$ cat src/rtl/legv8_mmio_unit.sv
// Memory-mapped I/O block for the LegV8 datapath memory port.
// It provides a byte TX FIFO, a compare-match timer and control/status registers.
module legv8_mmio_unit #(
   parameter logic [63:0] MMIO_BASE  = 64'h0000_0000_0000_1000,
   parameter int          FIFO_DEPTH = 4
) (
   input  logic        clock,
   input  logic        reset,
   input  logic [63:0] address,
   input  logic [63:0] data,
   input  logic        mem_write,
   input  logic        EN_MEM,
   output logic [63:0] datain,
   output logic [7:0]  tx_data,
   output logic        tx_valid,
   input  logic        tx_ready,
   output logic        timer_irq
);

   localparam int          PW      = $clog2(FIFO_DEPTH);
   localparam logic [PW:0] DEPTH_C = (PW + 1)'(FIFO_DEPTH);

   typedef enum logic [2:0] {
      REG_TXDATA    = 3'd0,
      REG_STATUS    = 3'd1,
      REG_TIMER_CNT = 3'd2,
      REG_TIMER_CMP = 3'd3,
      REG_CTRL      = 3'd4
   } reg_e;

   logic          hit;
   logic [2:0]    sel;
   logic          wr;
   logic          rd;
   logic          unused_addr_bits;

   logic [7:0]    fifo_mem [FIFO_DEPTH];
   logic [PW-1:0] wr_ptr;
   logic [PW-1:0] rd_ptr;
   logic [PW:0]   count;
   logic          empty;
   logic          full;
   logic          push;
   logic          pop;
   logic          push_ok;
   logic          overflow_set;
   logic          overflow;

   logic [63:0]   cnt;
   logic [63:0]   cmp;
   logic          timer_en;
   logic          irq_en;
   logic          irq_pending;
   logic          cnt_wr;
   logic          ctrl_wr;
   logic          match;

   // Only 8-byte granularity is decoded; the byte offset inside a register is ignored.
   assign unused_addr_bits = &{1'b0, address[2:0]};

   assign hit = EN_MEM & (address[63:6] == MMIO_BASE[63:6]);
   assign sel = address[5:3];
   assign wr  = hit & mem_write;
   assign rd  = hit & ~mem_write;

   assign empty        = (count == '0);
   assign full         = (count == DEPTH_C);
   assign tx_valid     = ~empty;
   assign pop          = tx_valid & tx_ready;
   assign push         = wr & (sel == REG_TXDATA);
   // A push into a full FIFO still fits if the head leaves in the same cycle.
   assign push_ok      = push & (~full | pop);
   assign overflow_set = push & full & ~pop;
   assign tx_data      = empty ? 8'h00 : fifo_mem[rd_ptr];

   assign cnt_wr    = wr & (sel == REG_TIMER_CNT);
   assign ctrl_wr   = wr & (sel == REG_CTRL);
   assign match     = timer_en & (cnt == cmp) & ~cnt_wr;
   assign timer_irq = irq_pending & irq_en;

   // NOTE: storage is not reset; contents are never visible while empty, since tx_data is gated.
   always_ff @(posedge clock) begin
      if (push_ok) fifo_mem[wr_ptr] <= data[7:0];
   end

   // NOTE: non-blocking assignments throughout sequential logic so every register samples pre-edge values.
   always_ff @(posedge clock) begin
      if (!reset) begin
         wr_ptr   <= '0;
         rd_ptr   <= '0;
         count    <= '0;
         overflow <= 1'b0;
      end else begin
         if (push_ok) wr_ptr <= wr_ptr + 1'b1;
         if (pop)     rd_ptr <= rd_ptr + 1'b1;
         case ({push_ok, pop})
            2'b10:   count <= count + 1'b1;
            2'b01:   count <= count - 1'b1;
            default: count <= count;
         endcase
         if (overflow_set)
            overflow <= 1'b1;
         else if (wr && sel == REG_STATUS && data[3])
            overflow <= 1'b0;
      end
   end

   always_ff @(posedge clock) begin
      if (!reset) begin
         cnt         <= '0;
         cmp         <= '1;
         timer_en    <= 1'b0;
         irq_en      <= 1'b0;
         irq_pending <= 1'b0;
      end else begin
         if (cnt_wr)
            cnt <= data;
         else if (match)
            cnt <= '0;
         else if (timer_en)
            cnt <= cnt + 64'd1;

         if (wr && sel == REG_TIMER_CMP) cmp <= data;

         if (ctrl_wr) begin
            timer_en <= data[0];
            irq_en   <= data[1];
         end

         // A match in the same cycle as a software clear must not lose the new event.
         if (match)
            irq_pending <= 1'b1;
         else if (ctrl_wr && data[2])
            irq_pending <= 1'b0;
      end
   end

   // NOTE: default assigned first so the read mux cannot infer a latch.
   always_comb begin
      datain = '0;
      if (rd) begin
         case (sel)
            REG_STATUS:    datain = {48'b0, 8'(count), 4'b0, overflow, irq_pending, full, empty};
            REG_TIMER_CNT: datain = cnt;
            REG_TIMER_CMP: datain = cmp;
            REG_CTRL:      datain = {62'b0, irq_en, timer_en};
            default:       datain = '0;
         endcase
      end
   end

endmodule
$ cat config.mk
export PLATFORM = sky130hd
export DESIGN_NAME = legv8_mmio_unit
export DESIGN_NICKNAME = d
export VERILOG_FILES = /design/src/rtl/legv8_mmio_unit.sv
export SDC_FILE = /design/constraint.sdc
export NUM_CORES = 1
export LEC_CHECK = 0
export CAP_MARGIN = 20
export CORE_MARGIN = 8
export CORE_UTILIZATION = 56
export DETAILED_ROUTE_END_ITERATION = 16
export PLACE_DENSITY = 0.93
export SLEW_MARGIN = 10
export SYNTH_ARGS = -nofsm -noshare
export SYNTH_HDL_FRONTEND = slang
export SYNTH_SLANG_ARGS = --single-unit
export TNS_END_PERCENT = 20
$ cat constraint.sdc
create_clock -name clock -period 7.3 [get_ports clock]
set_input_delay 1.46 -clock clock [delete_from_list [all_inputs] [get_ports clock]]
set_output_delay 1.46 -clock clock [all_outputs]
set_load 0.01 [all_outputs]
# Word-level counts from Yosys, hierarchy flattened
# Memories as Yosys holds them, arrays and structs flattened. A register that Yosys moved wholly into a read port is not among the register bits.
# Index checks and enable logic that the tools add are counted.
# op_classes
reduce_logical	10
mux	15
eq_ne	9
bitwise_logic	19
addsub	5
# ops
operator	count
$mux W64	4
$pmux W64 S4	1
$add A64 B1 Y64 const B	1
$eq A64 B64 Y1	1
$eq A58 B7 Y1 const B	1
$and A1 B1 Y1	13
$mux W8	1
$eq A3 B2 Y1 const B	2
$eq A3 B3 Y1 const B	2
$logic_not A3 Y1	2
$mux W1	6
$pmux W3 S2	1
$reduce_bool A2 Y1	3
$not A1 Y1	5
$add A2 B1 Y2 const B	2
$logic_and A1 B1 Y1	4
$mux W2	2
$add A3 B1 Y3 const B	1
$eq A3 B1 Y1 const B	1
$reduce_bool A3 Y1	1
$sub A3 B1 Y3 const B	1
$eq A2 B1 Y1 const B	1
$eq A2 B2 Y1 const B	1
$or A1 B1 Y1	1
# word_totals
wordCells	68
mem_count	1
in_bits	133
ram_bits	32
register_bits	139
out_inout_bits	74
# memory_table
memory	words	width	rd	rd_ports_with_merged_regs	wr	line_no	text
fifo_mem	4	8	1	1	1	37	logic [7:0] fifo_mem [FIFO_DEPTH];

# Depth between registers and ports, before layout
# logic_depth
ltp_word	8
ltp_mapped	10
ltp_nobuf	10

# Least setup slack after synthesis
# No wires, ideal clock.
# synth_path
kind	input to output
start	input address[4]
end	output datain[33]
slack_ns	2.697
arrival_ns	3.143
path_buffers	4
required_ns	5.840
path_stages	8
cell_sequence	buf_2 nor2b_1 and2_1 clkbuf_1 clkbuf_1 buf_1 a22oi_1 nor2_1
# synth_via
elab_chain_len	3
elab_cells_between_ends	6
cone_classes	4 x eq/ne; 2 x mux
# synth_rtl
item	line_no	text
start, declared	9	input logic [63:0] address,
$eq A3 B3 Y1 (tied with other cells)	142	case (sel)
$pmux W64 S4 (*)	142	
$mux W64 (*)	141	if (rd) begin
end, declared	13	output logic [63:0] datain,
# Every way passes the cells marked *; elsewhere a longest branch is shown, timed or not.

# Worst setup path in the final report
# layout_path
start	input address[4]
end	output datain[23]
# Same word-level chain as after synthesis.

==> impl_metrics.py <==
metrics = {
    "run_status": {
        "status": "completed",
    },
    "route": {
        "drtIter0Drc": 1255,
        "wl_mm": 35.2,
        "vias_per_cell": 6.33,
        "ant_nets": 0,
        "firstDrtPassIters": 7,
        "drc": 0,
        "avgRoutedWirePerCell_um": 21.5,
        "vias": 10400,
    },
    "pwr": {
        "ir_drop_mv": 0.177,
        "p_per_area_mw_per_mm2": 159,
        "power.share.switching": 0.244,
        "combPwrFrac": 0.071,
        "p_sw_mw": 0.493,
        "intPower_mw": 1.53,
        "power.share.clock": 0.447,
        "power.share.sequential": 0.481,
        "p_leak_nw": 4.39,
    },
    "timing": {
        "max_freq_ghz": 0.164,
        "hold_ws_ns": 0.483,
        "fin_setup_tns_ns": 0,
        "hold_viol": 0,
        "worst_pin_slew_ns": 0.958,
        "finalCritPeriodShare": 0.834,
        "skew_ns": 0.0107,
        "maxSlewHeadroom": 0.356,
        "maxSlewViolCount": 0,
        "fin_crit_ns": 6.09,
        "rsz0062_at_grt": "false",
        "finalSetupViolations": 0,
    },
    "floorplanning": {
        "start_util": 0.567,
        "ios": 207,
        "core_sq_mm": 0.0178,
        "fp-row-count": 49,
        "die_area_sq_mm": 0.0225,
        "die_h_um": 150,
        "die_x_um": 150,
    },
    "worst_hold_path": {
        "hold_class": "flop to flop",
    },
    "global_route": {
        "grt-ovfl-total": 0,
        "grt_antenna_before_repair": 0,
        "grt_start_max_net_pins": 70,
        "grt_pass1_vias": 10000,
        "track_usage": 0.307,
        "grt_pass1_wl_mm": 54.4,
    },
    "finish": {
        "mostFrequentLayoutCells": "nand2_1 (219), clkdlybuf4s50_1 (202), dfxtp_1 (141)",
        "drive_gt1_frac": 0.0753,
        "fin_nets": 1533,
        "stdcell_area_sq_mm": 0.0127,
        "fillers": 1324,
        "final_common_cell": "nand2_1",
        "final_core_util": 0.715,
        "layout-area-overhead-vs-synth_pct": 26.3,
        "diodes": 0,
    },
    "logic_synthesis": {
        "synth_ff_type": "dfxtp_1",
        "ys_async_sr_fraction": 0,
        "synth_fa_ha_area_frac": 0.00820,
        "seq_area_frac_synth": 0.376,
        "synthMuxAreaShare": 0.0252,
        "synthSimpleGateAreaFrac": 0.325,
        "syn_area_sq_mm": 0.0101,
        "synth-compound-area-share": 0.126,
        "netlist_instances": 1245,
        "ys_ff_latch": 173,
        "synth_warnings": 0,
        "synthesis.nets": 1384,
        "synthXorXnorAreaFrac": 0.0965,
        "ys_types": 52,
        "synth_top_family_by_area": "simple AND/OR/NAND/NOR gates",
        "synth_edf_count": 32,
        "avgSynthCellArea_sq_um": 8.09,
    },
    "clock_network": {
        "cts_tree": "done",
        "cts_resized": 0,
        "cts-buffers-inserted": 17,
        "cts_sinks": 173,
        "clk_latency_ns": 0.44,
        "clockBufferDepth": 2,
        "cts_setup_buffers": 0,
        "hold_buffers": 0,
        "cts_root_buffer": "clkbuf_16",
        "h-tree-depth": 4,
        "clkTransAtPathRegs_ns": 0.07,
    },
    "critical_path": {
        "cp.arrival_ns": 4.63,
        "startpoint_type": "input port",
        "required_ns": 5.84,
        "worst-r2r-setup-slack_ns": 4.05,
        "end_kind": "output pin",
        "path_class": "input port to output pin",
        "path_max_fanout": 34,
    },
    "placed_design": {
        "dp_hpwl_mm": 25.4,
        "numPortBuffers": 203,
        "gp_congestion": 1.00,
        "place_area_sq_mm": 0.0121,
    },
    "run": {
        "maxCapViolCount": 0,
    },
}
[cell type report]
cell class	instances	area (sq um)	share of cell area
inverters	18	67.6	0.00531
multi-input cells	968	5870	0.461
well taps	229	287	0.0225
clock buffers	18	429	0.0337
flip-flops and latches	173	3780	0.297
clock inverters	14	150	0.0118
repair buffers	216	2140	0.168
[power by group through the flow]
stage | sequential, mW | clock (mW) | combinational [mW]
floorplan | 0.995 | 0 | 0.0444
global placement | 0.995 | 0 | 0.139
detailed placement | 0.995 | 0 | 0.140
CTS | 0.973 | 0.901 | 0.141
global route | 0.973 | 0.943 | 0.152
finish | 0.974 | 0.905 | 0.144
[sequential cells by signal, summed over array words and instances (netlist names), named ones only]
signal / cells
rd_ptr: 2
irq_pending: 1
fifo_mem: 32
cnt: 64
count: 3
irq_en: 1
cmp: 64
wr_ptr: 2
timer_en: 1
overflow: 1
[cell usage after synthesis, drive strengths merged (4+ instances only)]
library cell	n	share of area
nand2	219	0.082
dfxtp	141	0.28
nor2	104	0.039
nand3	98	0.049
clkbuf	72	0.027
xnor2	64	0.056
a22oi	63	0.047
o21ai	51	0.040
nand4	49	0.032
xor2	47	0.041
nor4	34	0.023
edfxtp	32	0.095
nand2b	30	0.019
and3	28	0.017
nor3	28	0.014
a21oi	26	0.013
o22ai	19	0.012
and2	18	0.011
inv	16	0.0060
buf	14	0.0097
nor2b	14	0.0087
and4	11	0.0096
mux4	8	0.018
nor4b	8	0.0070
or4	6	0.0048
ha	5	0.0062
mux2i	4	0.0040
o21a	4	0.0030
or3	4	0.0025
[stage by stage]
| step | std cells | total power [mW] | setup slack, ns |
|---|---|---|---|
| detailed placement | 1603 | 1.14 | 1.26 |
| floorplan | 1245 | 1.04 | 2.70 |
| finish | 1636 | 2.02 | 1.21 |
| global placement | 1603 | 1.13 | 1.32 |
| CTS | 1635 | 2.02 | 1.26 |
| global route | 1636 | 2.07 | 0.902 |
[logic make-up after synthesis]
| family | after synthesis |
|---|---|
| AO/OA/AOI/OAI | 176 |
| XOR/XNOR | 111 |
| adder cells (fa/ha/maj) | 6 |
| buffers and inverters | 104 |
| flip-flops | 173 |
| multiplexers | 15 |
| AND/OR/NAND/NOR | 660 |
[layer usage]
layer,routed length (um),track usage,part of all wire
met2,16300,0.494,0.46
met3,4160,0.0700,0.12
met1,13300,0.392,0.38
met4,1370,0.128,0.039
met5,0,0,0
[final timing paths]
check	endpoint	depth (start not counted)	from
setup / recovery	datain[23]	7	address[4]
hold / removal	overflow	2	overflow
setup reg to reg	cnt[45]	7	cnt[50]
hold reg to reg	overflow	2	overflow
[critical path: stages]
cell and delay (ns):
clkdlybuf4s50_1 0.84, nor2b_1 0.49, and2_2 0.68, buf_12 0.29, a22oi_1 0.16, nor2_1 0.12
clkdlybuf4s50_1 0.56
Power figures use the tool's default switching activity.
==> variant 1, RTL diff (same settings) <==
Set the parameter `FIFO_DEPTH` to 2 (it was 4).
--- a/src/rtl/legv8_mmio_unit.sv
+++ b/src/rtl/legv8_mmio_unit.sv
@@ -2,7 +2,7 @@
 // It provides a byte TX FIFO, a compare-match timer and control/status registers.
 module legv8_mmio_unit #(
    parameter logic [63:0] MMIO_BASE  = 64'h0000_0000_0000_1000,
-   parameter int          FIFO_DEPTH = 4
+   parameter int          FIFO_DEPTH = 2
 ) (
    input  logic        clock,
    input  logic        reset,
Formal check against the unedited RTL: not equivalent (Yosys sat finds a counterexample within 4 cycles, from zero or initial values and one cycle with reset low).
==> variant 1 against the unedited design <==
- sequential cell count is 20 lower
- wire length is 1.7% lower
- maximum frequency is 2.3% lower
- design area is 6.1% lower
- area after synthesis is 7.9% lower
- register-to-register slack worse by 0.47 ns
- synthesized cell count is 2.0% lower
- combinational power is 14% higher
- power is 6.6% lower
- worst hold slack better by 0.012 ns
- setup slack worse by 0.14 ns
- cell count is 2.4% lower
- core utilization is 1.2 points higher
- critical endpoint is now datain[54]
- largest power group unchanged
==> variant 1: results (changes against the unedited design) <==
ys_seq_area_frac: 0.348  # -0.0281
vias: 10310  # -0.44%
first_global_vias: 9889  # -1.4%
reg.largest.list: "cmp (64), cnt (64), fifo_mem (16)"
hp-start: "cmp[26]$_SDFFE_PN1P_"
drtIter0Drc: 1451  # +16%
startpoint: "address[4]"
power_frac_clock: 0.457  # +0.010
grt_max_degree: 76  # +8.6%
grt_pass1_wl_mm: 52.8  # -3.0%
ir_drop_uv: 170  # -3.8%
async_reset_ff_frac: 0  # unchanged
core_region_area_mm2: 0.0164  # -7.7%
cellLeakagePower_nw: 4.09  # -6.8%
crit_arrival_ns: 4.77  # +0.14 ns
synthTopCellsByCount: "nand2_1 (193), dfxtp_1 (137), nor2_1 (104), nand3_1 (95), clkbuf_1 (81)"
status: "complete, no violations"
yosys_warnings: 0  # unchanged
hold_path_class: "register to register"
skew_ns: 0.0115  # +0.000822 ns
synth_edf_count: 16  # -50%
rr_startpoint: "timer_en$_SDFFE_PN0P_"
synth_area_leaders: "dfxtp_1 (30%), nand2_1 (7.8%), xor2_1 (6.1%), edfxtp_1 (5.2%), nand3_1 (5.1%)"
yosysUniqueCellTypes: 54  # +3.8%
drive_gt1_frac: 0.0508  # -0.0245
p_int_mw: 1.46  # -4.9%
worst_pin_slew_ns: 1.07  # +0.114 ns
pwr-share-seq: 0.457  # -0.024
dpl.hpwl_mm: 24.1  # -4.8%
syn_nets: 1354  # -2.2%
wirelength_mm: 34.6  # -1.7%
dr.pass1.iters: 6  # -1
track_usage: 0.325  # +0.0172
placed_area_mm2: 0.0113  # -6.5%
critPathMaxFanout: 31  # -8.8%
cts-root-buf: "clkbuf_16"
nNetsFinal: 1499  # -2.2%
routabilityCongestion: 1.01  # +1.3%
## variant 1: through the flow
stage          setup slack (ns)  instances  power (mW)   util
2_1_floorplan              2.70       1220       0.932      -
3_3_place_gp               1.26       1563        1.04  0.691
3_5_place_dp               1.19       1563        1.04  0.691
4_1_cts                    1.20       1594        1.88  0.725
5_1_grt                   0.948       1597        1.94  0.728
6_report                   1.07       1597        1.89  0.728
## variant 1: path summary, 6_finish.rpt
check                                            end  slack [ns]  cells after the start
worst min-delay path            cmp[26]$_SDFFE_PN1P_        0.50                      2
worst min register to register  cmp[26]$_SDFFE_PN1P_        0.50                      2
worst max-delay path                      datain[54]        1.07                      7
worst max register to register  cnt[39]$_SDFFE_PN0P_        3.58                      7
## variant 1: worst max-delay path, cell delays in order
cell             delay (ns)
clkdlybuf4s50_1        0.77
nor2b_1                0.50
nor2b_4                0.82
buf_12                 0.29
a22oi_1                0.19
nor2_1                 0.15
clkdlybuf4s50_1        0.55
## variant 1: kinds of logic (layout without fill, tap and decap cells)
family          count (synthesis)  count (layout)  share of synthesized area
compound gates                204             204                      0.140
xor+xnor                      105             105                     0.0992
fa+ha+maj                       1               1                    0.00135
buf+inv                       106             263                     0.0444
flops                         153             153                      0.348
mux                            19              19                     0.0215
simple gates                  632             632                      0.346
## variant 1: layout make-up
cell class / instances / area (um^2)
fillers: 1217 / 4460
flip-flops and latches: 153 / 3220
clock inverters: 9 / 100
multi-input cells: 961 / 5660
inverters: 14 / 52.6
clock buffers: 22 / 464
repair buffers: 218 / 2170
well taps: 220 / 275
## variant 1: per-layer routing
metal | up-vias | share of wire | global-route usage
met1 | 4782 | 0.37 | 0.383
met2 | 729 | 0.46 | 0.531
met3 | 137 | 0.13 | 0.0919
li1 | 4662 | - | -
met4 | 0 | 0.046 | 0.162
met5 | - | 0 | 0
==> variant 2, RTL diff (config.mk and constraints unchanged) <==
Without the edit above. Make the reset (`reset`) asynchronous in 2 clocked blocks.
--- a/src/rtl/legv8_mmio_unit.sv
+++ b/src/rtl/legv8_mmio_unit.sv
@@ -84,7 +84,7 @@
    end
 
    // NOTE: non-blocking assignments throughout sequential logic so every register samples pre-edge values.
-   always_ff @(posedge clock) begin
+   always_ff @(posedge clock or negedge reset) begin
       if (!reset) begin
          wr_ptr   <= '0;
          rd_ptr   <= '0;
@@ -105,7 +105,7 @@
       end
    end
 
-   always_ff @(posedge clock) begin
+   always_ff @(posedge clock or negedge reset) begin
       if (!reset) begin
          cnt         <= '0;
          cmp         <= '1;
Check against the original RTL: differs if reset is asserted again (counterexample within 4 cycles, from zero or initial values and one cycle with reset low); with reset held inactive, the same outputs for 4 cycles.
==> variant 2 against the unedited design <==
- sequential power is 4% higher
- design area increased by 3.0%
- setup slack got worse by 0.030 ns
- worst hold slack improved by 0.038 ns
- power up 7.1%
- wire length fell by 2.8%
- cell count decreased by 9.7%
- area after synthesis is 4.8% higher
- sequential cell count fell by 2
==> variant 2: results (changes against the unedited design) <==
wire_per_inst_um: 23.1  # +7.7%
synthTopCellsByCount: "nand2_1 (97), nor2_1 (97), dfrtp_1 (75), xnor2_1 (74), dfstp_2 (64)"
synth_area_leaders: "dfrtp_1 (18%), dfstp_2 (16%), edfxtp_1 (9.1%), xnor2_1 (6.1%), mux2_2 (5.9%)"
whs_ns: 0.522  # +0.0383 ns
r2r_end: "cnt[62]$_DFFE_PN0P_"
async_reset_ff_frac: 0.813  # +0.813
nNetsFinal: 1369  # -11%
placed_area_mm2: 0.0125  # +3.3%
status: "complete, no violations"
vias: 9761  # -5.7%
drtIter0Drc: 1240  # -1.2%
grt_max_degree: 74  # +5.7%
dr.pass1.iters: 6  # -1
worst_pin_slew_ns: 0.991  # +0.0327 ns
hp-start: "overflow$_DFFE_PN0P_"
reg2reg_slack_ns: 3.55  # -0.50 ns
rr_startpoint: "cnt[11]$_DFFE_PN0P_"
skew_ns: 0.00960  # -0.00106 ns
routabilityCongestion: 0.984  # -1.7%
cellLeakagePower_nw: 4.53  # +3.2%
critPathMaxStageDelay_ns: 0.81  # -0.03 ns
first_global_vias: 9714  # -3.1%
hold_end: "overflow$_DFFE_PN0P_"
critPathMaxFanout: 58  # +71%
setup_slack_ns: 1.19  # -0.0296 ns
syn_nets: 1229  # -11%
syn_inst: 1090  # -12%
switching_share: 0.265  # +0.0212
[variant 2: changes by cell type in the layout (fill, tap and decap cells not counted), sizes merged, moves of 29 or more]
cell	before	now
dfrtp	0	75
dfstp	0	64
dfxtp	141	0
mux2	3	67
nand2	219	97
nand3	98	37
o31ai	1	44
xor2	47	18
[variant 2: kinds of logic (layout without fill, tap and decap cells)]
family                   Yosys count  after routing  synth area share
AO/OA/AOI/OAI                    210            210             0.144
XOR/XNOR                          92             92            0.0763
adder cells (fa/ha/maj)            6              6           0.00782
buffers and inverters            120            273            0.0521
flip-flops                       171            171             0.428
multiplexers                      75             75            0.0885
AND/OR/NAND/NOR                  416            416             0.203
[variant 2: worst max path at each step]
stage | startpoint | endpoint
after global routing | address[4] | datain[30]
final | address[4] | datain[63]
after floorplan | address[56] | datain[10]
after CTS | address[4] | datain[63]
after global placement | address[4] | datain[63]
after detailed placement | address[4] | datain[63]
[variant 2: cell type report]
type,count,area [um^2]
clock buffers,17,425
clock inverters,15,136
fillers,1330,5480
inverters,26,97.6
multi-input cells,799,5510
flip-flops and latches,171,4520
well taps,234,293
repair buffers,215,2130
[variant 2: worst min-delay path: stages, from the launching register on]
cell     delay, ns
dfrtp_1       0.35
o21ai_0       0.08
o31ai_1       0.06
[variant 2: metal layers]
metal / routed length (um) / GRT usage
met1: 13000 / 0.351
met5: 0 / 0
met2: 16100 / 0.463
met4: 1610 / 0.138
met3: 3410 / 0.0657
[variant 2: power by group through the flow]
stage | clock [mW] | combinational (mW) | sequential [mW]
floorplan | 0 | 0.143 | 1.00
global placement | 0 | 0.269 | 1.03
detailed placement | 0 | 0.277 | 1.03
CTS | 0.873 | 0.279 | 1.01
global route | 0.917 | 0.301 | 1.02
finish | 0.877 | 0.279 | 1.01
